## src/rtl/gpio_serial_loader_pkg.sv

```systemverilog
// Shared definitions for the GPIO configuration shift chain: per-block bit layout and
// loader FSM state encoding, kept here so software headers and the RTL agree.
package gpio_serial_loader_pkg;

    // Bit offsets inside one PAD_CTRL_BITS-wide control block word.
    localparam int unsigned MGMT_EN     = 0;
    localparam int unsigned OE_OVR      = 1;
    localparam int unsigned IE          = 2;
    localparam int unsigned OE          = 3;
    localparam int unsigned SCHMITT     = 4;
    localparam int unsigned SLEW        = 5;
    localparam int unsigned PD          = 6;
    localparam int unsigned PU          = 7;
    localparam int unsigned DRIVE_LSB   = 8;
    localparam int unsigned DRIVE_MSB   = 9;
    localparam int unsigned DRIVE_WIDTH = DRIVE_MSB - DRIVE_LSB + 1;

    localparam logic [1:0] ST_IDLE     = 2'd0;
    localparam logic [1:0] ST_SHIFT_LO = 2'd1;
    localparam logic [1:0] ST_SHIFT_HI = 2'd2;
    localparam logic [1:0] ST_LOAD     = 2'd3;

endpackage

```

## src/rtl/gpio_serial_phase_timer.sv

```systemverilog
// Down-counter that times one serial_clock phase; restarted by the FSM on every phase entry.
module gpio_serial_phase_timer #(
    parameter int unsigned CLK_DIV = 4
) (
    input  logic clk,
    input  logic rst,
    input  logic start,
    output logic phase_end
);

    localparam logic [7:0] RELOAD = 8'(CLK_DIV - 1);

    logic [7:0] count;

    always_ff @(posedge clk or posedge rst) begin
        if (rst) begin
            count <= '0;
        end else if (start) begin
            count <= RELOAD;
        end else if (count != '0) begin
            count <= count - 8'd1;
        end
    end

    // High in the last cycle of a phase; the FSM only looks at it outside IDLE.
    assign phase_end = (count == '0);

endmodule

```

## src/rtl/gpio_serial_loader.sv

```systemverilog
// Stores one configuration word per GPIO and serially shifts the whole set into the
// padframe control-block chain, finishing with a load strobe.
module gpio_serial_loader
    import gpio_serial_loader_pkg::*;
#(
    parameter int unsigned NUM_IO                  = 38,
    parameter int unsigned PAD_CTRL_BITS           = 10,
    parameter int unsigned CLK_DIV                 = 4,
    parameter logic [PAD_CTRL_BITS-1:0] CFG_RESET  = PAD_CTRL_BITS'(3)
) (
    input  logic                       wb_clk_i,
    input  logic                       wb_rst_i,
    input  logic                       cfg_wr_en,
    input  logic [$clog2(NUM_IO)-1:0]  cfg_addr,
    input  logic [PAD_CTRL_BITS-1:0]   cfg_wr_data,
    output logic [PAD_CTRL_BITS-1:0]   cfg_rd_data,
    output logic                       cfg_wr_ack,
    input  logic                       xfer_start,
    output logic                       busy,
    output logic                       done,
    output logic                       serial_clock,
    output logic                       serial_data_out,
    output logic                       serial_load,
    output logic                       serial_resetn
);

    localparam int unsigned TOTAL_BITS = NUM_IO * PAD_CTRL_BITS;
    localparam int unsigned BW         = $clog2(TOTAL_BITS + 1);
    localparam logic [BW-1:0] LAST_BIT = BW'(TOTAL_BITS - 1);

    logic [PAD_CTRL_BITS-1:0] cfg_mem [NUM_IO];
    logic [TOTAL_BITS-1:0]    send_vec;
    logic [1:0]               state;
    logic [BW-1:0]            bit_cnt;
    logic [BW-1:0]            next_idx;
    logic                     next_bit;
    logic                     addr_ok;
    logic                     wr_ok;
    logic                     timer_start;
    logic                     phase_end;

    assign addr_ok     = 32'(cfg_addr) < NUM_IO;
    assign wr_ok       = cfg_wr_en && addr_ok && (state == ST_IDLE);
    assign cfg_rd_data = addr_ok ? cfg_mem[cfg_addr] : '0;

    // send_vec[k] is the k-th bit on the wire: highest GPIO first, MSB first in each word.
    always_comb begin
        send_vec = '0;
        for (int unsigned g = 0; g < NUM_IO; g++) begin
            for (int unsigned b = 0; b < PAD_CTRL_BITS; b++) begin
                send_vec[(NUM_IO - 1 - g) * PAD_CTRL_BITS + (PAD_CTRL_BITS - 1 - b)] =
                    cfg_mem[g][b];
            end
        end
    end

    assign next_idx = (state == ST_IDLE) ? '0 : bit_cnt + 1'b1;
    assign next_bit = send_vec[next_idx];

    always_comb begin
        timer_start = 1'b0;
        case (state)
            ST_IDLE:     timer_start = xfer_start;
            ST_SHIFT_LO: timer_start = phase_end;
            ST_SHIFT_HI: timer_start = phase_end;
            default:     timer_start = 1'b0;
        endcase
    end

    gpio_serial_phase_timer #(
        .CLK_DIV (CLK_DIV)
    ) u_phase_timer (
        .clk       (wb_clk_i),
        .rst       (wb_rst_i),
        .start     (timer_start),
        .phase_end (phase_end)
    );

    always_ff @(posedge wb_clk_i or posedge wb_rst_i) begin
        if (wb_rst_i) begin
            state           <= ST_IDLE;
            bit_cnt         <= '0;
            busy            <= 1'b0;
            done            <= 1'b0;
            cfg_wr_ack      <= 1'b0;
            serial_clock    <= 1'b0;
            serial_data_out <= 1'b0;
            serial_load     <= 1'b0;
            for (int unsigned i = 0; i < NUM_IO; i++) begin
                cfg_mem[i] <= CFG_RESET;
            end
        end else begin
            done       <= 1'b0;
            cfg_wr_ack <= wr_ok;
            if (wr_ok) begin
                cfg_mem[cfg_addr] <= cfg_wr_data;
            end
            case (state)
                ST_IDLE: begin
                    if (xfer_start) begin
                        state           <= ST_SHIFT_LO;
                        busy            <= 1'b1;
                        serial_clock    <= 1'b0;
                        serial_data_out <= next_bit;
                        bit_cnt         <= '0;
                    end
                end
                ST_SHIFT_LO: begin
                    if (phase_end) begin
                        state        <= ST_SHIFT_HI;
                        serial_clock <= 1'b1;
                    end
                end
                ST_SHIFT_HI: begin
                    if (phase_end) begin
                        serial_clock <= 1'b0;
                        if (bit_cnt == LAST_BIT) begin
                            state           <= ST_LOAD;
                            serial_data_out <= 1'b0;
                            serial_load     <= 1'b1;
                        end else begin
                            state           <= ST_SHIFT_LO;
                            bit_cnt         <= next_idx;
                            serial_data_out <= next_bit;
                        end
                    end
                end
                ST_LOAD: begin
                    if (phase_end) begin
                        state       <= ST_IDLE;
                        serial_load <= 1'b0;
                        busy        <= 1'b0;
                        done        <= 1'b1;
                    end
                end
                default: state <= ST_IDLE;
            endcase
        end
    end

    // Chain reset is released on the first clock after wb_rst_i drops.
    always_ff @(posedge wb_clk_i or posedge wb_rst_i) begin
        if (wb_rst_i) begin
            serial_resetn <= 1'b0;
        end else begin
            serial_resetn <= 1'b1;
        end
    end

endmodule

```

## config.mk

```make
export PLATFORM = sky130hd
export DESIGN_NAME = gpio_serial_loader
export DESIGN_NICKNAME = d
export VERILOG_FILES = /design/src/rtl/gpio_serial_loader_pkg.sv /design/src/rtl/gpio_serial_phase_timer.sv /design/src/rtl/gpio_serial_loader.sv
export SDC_FILE = /design/constraint.sdc
export NUM_CORES = 1
export LEC_CHECK = 0
export ABC_AREA = 1
export CAP_MARGIN = 20
export CORE_UTILIZATION = 31
export DETAILED_ROUTE_END_ITERATION = 16
export GPL_ROUTABILITY_DRIVEN = 1
export PLACE_DENSITY = 0.45
export SETUP_SLACK_MARGIN = 0.15
export SYNTH_ARGS = -nofsm -noshare
export SYNTH_HDL_FRONTEND = slang
export SYNTH_SLANG_ARGS = --single-unit
```

## constraint.sdc

```tcl
create_clock -name wb_clk_i -period 13 [get_ports wb_clk_i]
set_clock_uncertainty 0.1 [all_clocks]
set_input_delay 1.3 -clock wb_clk_i [delete_from_list [all_inputs] [get_ports wb_clk_i]]
set_output_delay 1.3 -clock wb_clk_i [all_outputs]
set_load 0.1 [all_outputs]
```

; Word level (Yosys, flattened, before mapping)
; Cells that the tools add are included.
; W data, S select, Z words.
[totals]
out_inout_bits = 17
reg_bits = 406
elab_cells = 121
[classes]
n_mux = 38
n_lt_le_gt_ge = 4
n_addsub = 2
n_bitwise = 1
reduce_logical = 18
eq_ne = 10
[ops]
columns = operator, count
row1 = $bwmux W380, 1
row2 = $bmux W10 S6, 1
row3 = $demux W10 S6, 1
row4 = $mux W10, 4
row5 = $mux W9, 4
row6 = $pmux W9 S2, 1
row7 = $mux W8, 2
row8 = $reduce_and A4 Y1, 4
row9 = $mux W1, 12
row10 = $ne A2 B2 Y1 const B, 6
row11 = $lt A9 B10 Y1 const B, 1
row12 = $mux W2, 5
row13 = $add A9 B1 Y9 const B, 1
row14 = $bmux W1 S9, 1
row15 = $eq A9 B9 Y1 const B, 1
row16 = $logic_not A8 Y1, 1
row17 = $pmux W1 S2, 4
row18 = $pmux W2 S4, 1
row19 = $reduce_bool A2 Y1, 4
row20 = $reduce_bool A8 Y1, 1
row21 = $sub A8 B1 Y8 const B, 1
row22 = $ge A7 B7 Y1 const B, 1
row23 = $lt A7 B1 Y1 const B, 1
row24 = $not A6 Y7, 1
row25 = other kinds (9), 13

; Depth between registers and ports, before layout
; Gate-level depths: netlist of run 1.
[logic_depth]
word_depth = 7
mapped_depth = 19
ltp_nobuf = 16

; Hierarchy
; A second synthesis of run 1 with hierarchy kept.
[hier_totals]
hier_cells = 2828
hier_area_um2 = 21594.5
[by_module_without_submodules]
columns = mod, n_inst, cells_per_inst, area_per_inst_um2
row1 = gpio_serial_loader, 1, 2766, 21101.5
row2 = gpio_serial_phase_timer, 1, 62, 493.0

; Worst setup path after synthesis of run 1
; Ideal clock, no wire load.
[synth_path]
kind = input to output
from = in cfg_addr[2]
to = out cfg_rd_data[3]
stages = 9
arrival_time_ps = 3291
setup_slack_ps = 8309
n_path_buf = 1
required_ps = 11600
path_cell_list = inv_1 nand3_1 inv_1 buf_2 a22o_1 a221oi_1 nand3_1 o21ai_0 nand4_1
[synth_via]
elab_chain_len = 5
[synth_lines]
columns = item, line_no
row1 = start: declaration, gpio_serial_loader.sv:14  ; input logic [$clog2(NUM_IO)-1:0] cfg_addr,
row2 = $not A6 Y7 (implied by the code), gpio_serial_loader.sv:44  ; assign cfg_rd_data = addr_ok ? cfg_mem[cfg_addr] : '0;
row3 = $bmux W10 S6, gpio_serial_loader.sv:44
row4 = $mux W10 (implied by the code) (2 in series), gpio_serial_loader.sv:44
row5 = $mux W10 *, gpio_serial_loader.sv:44
row6 = end: declaration, gpio_serial_loader.sv:16  ; output logic [PAD_CTRL_BITS-1:0] cfg_rd_data,
; Mark *: on every way between the ends. The rest lies on a longest branch, timed or not. The select of a mux whose other input is x is not followed.

; Final worst setup path of run 1
; Ends and elaborated chain as after synthesis.

==> impl_metrics.csv, run 1 <==
group,metric,value,unit
cts,cts_buffers,51,
sta,setup_ws,6.08,ns
synthesis,yosysMostFrequentCell,"nand2_1",
layout,multi_input_area,9760,µm²
floorplanning,die-width,266,µm
critical_path,reg2reg_slack,8.28,ns
pwr,fin_total_pwr,4.55,mW
routing,wl,91200,µm
grt,grt_pass1_wl,135000,µm
cts,cts_setup_buffers,0,
cts,tritoncts,"done",
sta,hold_violations,0,
place,dpl.cell_count,3601,
floorplanning,ios,37,
floorplanning,core,68700,µm²
critical_path,crit_buf_inv,5,
sta,drv_slew,0,
cts,cts_buffer_depth,3,
floorplanning,die_area,70500,µm²
cts,cts-resized-gates,0,
critical_path,startpoint_type,"input pin",
routing,drc,0,
layout,instances_no_fill,3697,
synthesis,synth_cells,2832,
routing,viasPerCell,5.59,
grt,antenna_found_initial,2,
routing,vias,20700,
layout,seq_area,10300,µm²
layout,drive_above_1_share,8.07,%
critical_path,crit_type,"in2out",
synthesis,avgSynthCellArea,7.61,µm²
status,status,"completed",
sta,hold_ws,0.384,ns
pwr,cellPowerDensity,190,nW/µm²
routing,drt_iter0_markers,2432,
grt,grt.overflow.total,0,
critical_path,end_kind,"output pin",
routing,wire_per_inst,24.7,µm
grt,grt_max_degree,136,
layout,nNetsFinal,2751,
sta,period_minus_slack,6.92,ns
sta,slew_headroom,26.3,%
critical_path,path_delay_family,"buffers and inverters",
floorplanning,row_count,96,
sta,period_share,53.3,%
synthesis,synth_seq_cells,406,
synthesis,netlist_top_cells_count,"nand2_1, o21ai_0, nand3_1",
critical_path,crit_chain,"clkdlybuf4s50_1 > inv_1 > nand3_1 > inv_2 > buf_4 > a22o_1 > a221oi_1 > nand3_1 > o21ai_0 > nand4_1 > clkdlybuf4s50_1",
cts,cts_root_buffer,"clkbuf_16",
sta,max_freq,0.144,GHz
floorplanning,initial_utilization,31.3,%
synthesis,synth_edf_count,0,
cts,hold_buffers,0,
synthesis,synth.top_cell.area_share,38.3,%
routing,ant_nets,0,
cts,cts_max_level,2,
routing,dr.pass1.iters,6,
critical_path,arrival,5.52,ns
floorplanning,die_y,266,µm
worst_hold_path,hold_class,"reg2reg",
place,hpwl,57600,µm
cts,clk_pin_slew,0.05,ns
synthesis,ys_seq_area_share,47.6,%
flow_run,maxCapViolCount,0,
sta,rsz0062_at_grt,"no",
critical_path,critPathMaxFanout,32,
synthesis,synth_nets,2859,
sta,worst_pin_slew,1.11,ns
critical_path,critPathRequiredTime,11.60,ns
sta,finalSetupViolCount,0,
place,numPortBuffers,36,
synthesis,ys_warn_count,0,
layout,fillerInstances,7322,
place,routabilityCongestion,0.955,
synthesis,syn_area,21500,µm²
critical_path,cpPeakStageDelay,1.07,ns
synthesis,synth_ff_type,"dfrtp_1",
place,dp_slack,6.22,ns
sta,setup_tns,0,ns
grt,grt_pass1_vias,19400,
critical_path,cp_slowest_cell,"clkdlybuf4s50_1",
cts,numClockSinks,406,
cts,clock_latency,0.61,ns
synthesis,async_reset_ff_share,100,%
grt,grt_usage,25.7,%
synthesis,yosysTopAreaCell,"dfrtp_1",
pwr,ir_drop,0.000161,V
layout,area_growth,11.5,%
synthesis,yosys-top-cells-area,"dfrtp_1, nand2_1, o21ai_0",
synthesis,yosys.cell_types.count,43,
pwr,p_leak,9.85,nW
through the flow:
| step | instance area [µm²] | utilization, % |
|---|---|---|
| 6_report | 24000 | 34.9 |
| 5_1_grt | 24000 | 34.9 |
| 4_1_cts | 24000 | 34.9 |
| 3_5_place_dp | 22300 | 32.4 |
| 3_3_place_gp | 22300 | 32.4 |
| 2_1_floorplan | 21500 | - |
power by group:
part / switching, mW / total, mW / internal, mW
Combinational: 1.09 / 1.49 / 0.397
Clock: 0.587 / 1.47 / 0.886
Sequential: 0.164 / 1.59 / 1.43
Total: 1.84 / 4.55 / 2.71
worst reg2reg max path: cells and delay by family, from the launching register on:
kind,cells,cell delay (ns)
buffers and inverters,4,1.72
AND/OR/NAND/NOR,11,1.54
adder cells (fa/ha/maj),1,0.73
flip-flops,1,0.43
AO/OA/AOI/OAI,1,0.08
sequential cells by signal, summed over array words and instances, names as in the netlist:
register and flops:
serial_clock 1, serial_load 1, cfg_mem 380, done 1
u_phase_timer.count 8, serial_resetn 1, serial_data_out 1, state 2
bit_cnt 9, cfg_wr_ack 1, busy 1
path summary, 6_finish.rpt:
| kind | startpoint | to | cells past startpoint |
|---|---|---|---|
| max | cfg_addr[2] | cfg_rd_data[3] | 11 |
| min reg2reg | serial_data_out | serial_data_out | 2 |
| max in group asynchronous | wb_rst_i | cfg_mem[334] | 4 |
| min in group asynchronous | wb_rst_i | cfg_mem[279] | 2 |
| max reg2reg | state[0] | serial_data_out | 17 |
| min | serial_data_out | serial_data_out | 2 |
area by class of cell:
type,count,area share [%]
Timing Repair Buffer,73,2.71
Clock buffer,81,6.41
Sequential cell,406,42.7
Clock inverter,13,0.719
Tap cell,931,4.85
Multi-Input combinational cell,2073,40.7
Inverter,119,1.92
Antenna cell,1,0.0104
placed cells by master (no fill, tap or decap), drive strengths merged, types with 2 or more instances in the layout:
cell type and count:
ha 7, bufinv 4, xor2 2, nand4 46, o211ai 9, o31ai 4, o2bb2ai 2, a21oi 24
dfstp 76, a221oi 35, nor4 3, dfrtp 330, nor3 10, a22o 19, o2111ai 6, clkbuf 81
clkinv 14, clkdlybuf4s50 36, o22ai 18, inv 114, a22oi 59, o21ai 405, nor2 51, nand3 375
nand2 993, buf 37
cell families after synthesis:
| kind of cell | after synthesis | synth area share, % |
|---|---|---|
| other cells | 1 | 0.0174 |
| xor+xnor | 3 | 0.122 |
| simple gates | 1481 | 29.1 |
| buf+inv | 353 | 7.22 |
| compound gates | 581 | 15.6 |
| fa+ha+maj | 7 | 0.407 |
| flops | 406 | 47.6 |
routing by layer:
| layer | global-route usage [%] | up-vias | wire length, µm |
|---|---|---|---|
| met1 | 37.5 | 10200 | 41000 |
| met4 | 9.65 | 4 | 3360 |
| met2 | 38.2 | 999 | 39300 |
| met5 | 0 | - | 26 |
| met3 | 3.98 | 193 | 7460 |
| li1 | - | 9294 | - |
(Power assumes the default switching activity.)
==> inputs of run 2 (changes only) <==
PLACE_DENSITY = 0.43   (was 0.45)
clock period = 6.5 ns   (was 13 ns; I/O delays follow)
==> impl_metrics.csv, run 2 (synthesis results as in run 1) <==
group,metric,value,unit
floorplanning,ios,37,
cts,tritoncts,"done",
worst_hold_path,hold_class,"in2async",
cts,cts_buffers,50,
pwr,p_switching,3.76,mW
floorplanning,die_area,70500,µm²
critical_path,crit_chain,"clkdlybuf4s50_1 > inv_1 > nand3_1 > inv_2 > buf_4 > a22o_1 > a221oi_1 > nand3_1 > o21ai_0 > nand4_1 > buf_4",
sta,finalSetupViolCount,0,
critical_path,crit_type,"in2out",
floorplanning,row_count,96,
critical_path,path_delay_family,"buffers and inverters",
layout,final_common_cell,"nand2_1",
routing,wl,93100,µm
sta,setup_tns,0,ns
place,numPortBuffers,36,
place,hpwl,58700,µm
critical_path,reg2reg_depth,17,
routing,viasPerCell,5.59,
routing,dr.pass1.iters,6,
grt,grt_max_degree,157,
floorplanning,die-width,266,µm
sta,period_minus_slack,5.13,ns
layout,largest_reg_flops,380,
critical_path,cpPeakStageDelay,0.62,ns
grt,antenna_found_initial,1,
grt,grt_usage,26.4,%
layout,nNetsFinal,2759,
cts,numClockSinks,406,
cts,clock_latency,0.59,ns
pwr,cellPowerDensity,384,nW/µm²
pwr,intPower,5.52,mW
pwr,seq_power_share,34.2,%
cts,cts-resized-gates,0,
pwr,clkPwrFrac,32.1,%
layout,regMostFlops,"cfg_mem",
critical_path,crit_buf_inv,5,
sta,slew_headroom,30.3,%
grt,grt.overflow.total,0,
cts,clk_pin_slew,0.06,ns
cts,cts_buffer_depth,3,
floorplanning,die_y,266,µm
pwr,p_leak,9.93,nW
floorplanning,core,68700,µm²
sta,period_share,78.9,%
critical_path,critPathRequiredTime,5.75,ns
grt,grt_pass1_vias,19700,
pwr,pwr-share-comb,33.8,%
routing,ant_nets,0,
floorplanning,initial_utilization,31.3,%
pwr,swShare,40.5,%
critical_path,r2r-end,"serial_data_out",
cts,cts_max_level,2,
sta,worst_pin_slew,1.05,ns
routing,drc,0,
sta,rsz0062_at_grt,"no",
routing,drt_iter0_markers,2511,
pwr,ir_drop,0.000284,V
layout,n_antenna_cell,0,
critical_path,critPathMaxFanout,28,
critical_path,rr_startpoint,"state[0]",
sta,drv_slew,0,
cts,cts_root_buffer,"clkbuf_16",
pwr,fin_total_pwr,9.27,mW
grt,grt_pass1_wl,139000,µm
place,routabilityCongestion,0.970,
cts,hold_buffers,0,
critical_path,reg2reg_slack,2.34,ns
critical_path,end_kind,"output pin",
sta,hold_violations,0,
sta,hold_ws,0.372,ns
layout,area_growth,12.2,%
critical_path,arrival,4.38,ns
layout,fin_util,35.2,%
critical_path,cp_slowest_cell,"clkdlybuf4s50_1",
layout,drive_above_1_share,8.73,%
sta,max_freq,0.195,GHz
flow_run,maxCapViolCount,0,
critical_path,startpoint_type,"input pin",
layout,fillerInstances,7335,
routing,vias,20700,
cts,cts_setup_buffers,0,
layout,mostFrequentLayoutCells,"nand2_1, o21ai_0, nand3_1",
layout,reg_top3,"cfg_mem (380), bit_cnt (9), u_phase_timer.count (8)",
routing,wire_per_inst,25.1,µm
status,status,"completed",
==> run 2: layer usage <==
layer	vias up	part of all wire [%]	global-route usage, %
li1	9323	-	-
met1	10200	46	38.9
met2	1011	43	39.4
met3	179	7.7	3.81
met4	0	3.5	8.95
met5	-	0	0
==> run 2: how the worst max path moves through the flow <==
stage | end | from | cells past startpoint | slack (ns)
6_report | cfg_rd_data[3] | cfg_addr[2] | 11 | 1.37
5_1_grt | cfg_rd_data[3] | cfg_addr[2] | 11 | 1.40
4_1_cts | cfg_rd_data[3] | cfg_addr[2] | 11 | 1.57
3_5_place_dp | cfg_rd_data[3] | cfg_addr[2] | 11 | 1.59
3_3_place_gp | cfg_rd_data[3] | cfg_addr[2] | 11 | 1.67
2_1_floorplan | bit_cnt[0] | wb_rst_i | 1 | 0.34
==> run 2: through the flow <==
| stage | area [µm²] | std cells | worst slack, ns |
|---|---|---|---|
| after floorplan | 21500 | 2832 | 0.342 |
| after global placement | 22400 | 3609 | 1.67 |
| after detailed placement | 22500 | 3611 | 1.59 |
| after CTS | 24200 | 3704 | 1.57 |
| after global routing | 24200 | 3704 | 1.40 |
| final | 24200 | 3704 | 1.37 |
==> run 2: final cells by class <==
cell class,instances,area [µm²],area share (%)
Timing Repair Buffer,82,821,3.40
Tap cell,931,1160,4.82
Inverter,119,457,1.89
Clock buffer,74,1460,6.05
Sequential cell,406,10300,42.4
Multi-Input combinational cell,2073,9750,40.4
Clock inverter,19,258,1.07
==> run 2: power groups by stage <==
stage | clock (mW) | sequential (mW) | combinational (mW)
floorplan | 0 | 3.14 | 2.17
detailed placement | 0 | 3.20 | 3.08
CTS | 3.03 | 3.16 | 3.09
finish | 2.97 | 3.17 | 3.13
global placement | 0 | 3.20 | 3.06
global route | 3.13 | 3.20 | 3.40
==> inputs of run 3 (changes only) <==
clock period = 4.9 ns   (was 6.5 ns; I/O delays follow)
==> impl_metrics.csv, run 3 (synthesis results as in run 1) <==
group,metric,value,unit
status,status,"completed",
critical_path,critPathMaxFanout,36,
routing,vias,20500,
layout,design_area,24500,µm²
sta,worst_pin_slew,1.04,ns
cts,tritoncts,"done",
layout,nNetsFinal,2771,
sta,max_freq,0.233,GHz
routing,dr.pass1.iters,6,
place,hpwl,58000,µm
pwr,cellPowerDensity,505,nW/µm²
layout,area_growth,13.6,%
grt,grt_pass1_wl,137000,µm
pwr,seq_power_share,33.8,%
routing,drc,0,
layout,fin_util,35.6,%
sta,setup_tns,0,ns
layout,final_common_cell,"nand2_1",
critical_path,crit_chain,"clkdlybuf4s50_1 > inv_1 > nand3_1 > inv_2 > a22oi_1 > and3_1 > nand4_1 > inv_1 > o22ai_1 > a21oi_1 > nand3_1 > buf_12",
cts,cts-resized-gates,0,
floorplanning,ios,37,
pwr,p_switching,4.96,mW
grt,grt_max_degree,108,
cts,cts_buffer_depth,3,
sta,period_minus_slack,4.28,ns
cts,cts_setup_buffers,0,
sta,hold_ws,0.236,ns
grt,grt.overflow.total,0,
sta,finalSetupViolCount,0,
layout,regMostFlops,"cfg_mem",
place,dp_slack,0.726,ns
cts,cts_max_level,2,
sta,rsz0062_at_grt,"no",
layout,instances_no_fill,3717,
critical_path,arrival,3.69,ns
cts,numClockSinks,406,
floorplanning,core,68700,µm²
layout,n_antenna_cell,0,
cts,clock_latency,0.61,ns
layout,drive_above_1_share,9.12,%
routing,wire_per_inst,24.4,µm
cts,cts_buffers,50,
pwr,swShare,40.2,%
flow_run,maxCapViolCount,0,
place,place_area,22700,µm²
pwr,fin_total_pwr,12.3,mW
floorplanning,initial_utilization,31.3,%
layout,mostFrequentLayoutCells,"nand2_1, o21ai_0, nand3_1",
place,numPortBuffers,36,
floorplanning,die-width,266,µm
pwr,clkPwrFrac,32.2,%
routing,wl,90800,µm
critical_path,crit_type,"in2out",
layout,largest_reg_flops,380,
routing,ant_nets,0,
grt,grt_pass1_vias,20000,
critical_path,cp_slowest_cell,"inv_2",
floorplanning,row_count,96,
worst_hold_path,hold_class,"in2async",
cts,cts_root_buffer,"clkbuf_16",
cts,hold_buffers,0,
sta,slew_headroom,30.5,%
floorplanning,die_y,266,µm
grt,antenna_found_initial,0,
pwr,p_leak,10.0,nW
sta,period_share,87.4,%
grt,grt_usage,25.9,%
sta,hold_violations,0,
pwr,pwr-share-comb,34.1,%
sta,drv_slew,0,
sta,setup_ws,0.617,ns
pwr,intPower,7.39,mW
cts,clk_pin_slew,0.06,ns
pwr,ir_drop,0.000357,V
critical_path,critPathRequiredTime,4.31,ns
critical_path,startpoint_type,"input pin",
floorplanning,die_area,70500,µm²
place,dpl.cell_count,3623,
place,routabilityCongestion,0.903,
routing,viasPerCell,5.52,
critical_path,cpPeakStageDelay,0.73,ns
routing,drt_iter0_markers,2118,
layout,reg_top3,"cfg_mem (380), bit_cnt (9), u_phase_timer.count (8)",
critical_path,end_kind,"output pin",
-- run 3: path summary, 6_finish.rpt --
check | cells after the start | slack (ns) | endpoint | start
min in group wb_clk_i | 2 | 0.38 | serial_data_out | serial_data_out
setup / recovery | 12 | 0.62 | cfg_rd_data[0] | cfg_addr[0]
max in group asynchronous | 3 | 3.40 | cfg_mem[114] | wb_rst_i
hold / removal | 2 | 0.24 | cfg_mem[2] | wb_rst_i
hold reg to reg | 2 | 0.38 | serial_data_out | serial_data_out
setup reg to reg | 17 | 0.96 | serial_data_out | state[1]
-- run 3: per-layer routing --
metal  track usage, %  up-vias  share of wire, %
met3             4.09      201               7.6
li1                 -     9349                 -
met4             9.96        0               3.9
met5                0        -                 0
met1             35.7    10000                44
met2             40.8      918                45
-- run 3: critical path, delay by kind of cell --
family	cells	cell delay, ns
compound gates	3	0.62
buf+inv	5	1.77
simple gates	4	0.80
-- run 3: layout make-up --
class	instances	area, µm²
timing repair buffer	94	1080
tap	931	1160
clock buffer	78	1540
fill	7372	44200
inverter	119	457
sequential	406	10300
multi-input combinational	2073	9750
clock inverter	16	210
-- run 3: power groups by stage --
stage               Sequential, mW  Combinational (mW)  Clock [mW]
detailed placement            4.22                4.15           0
CTS                           4.16                4.16        4.06
global placement              4.22                4.14           0
global route                  4.22                4.56        4.18
finish                        4.17                4.21        3.97
floorplan                     4.16                2.88           0
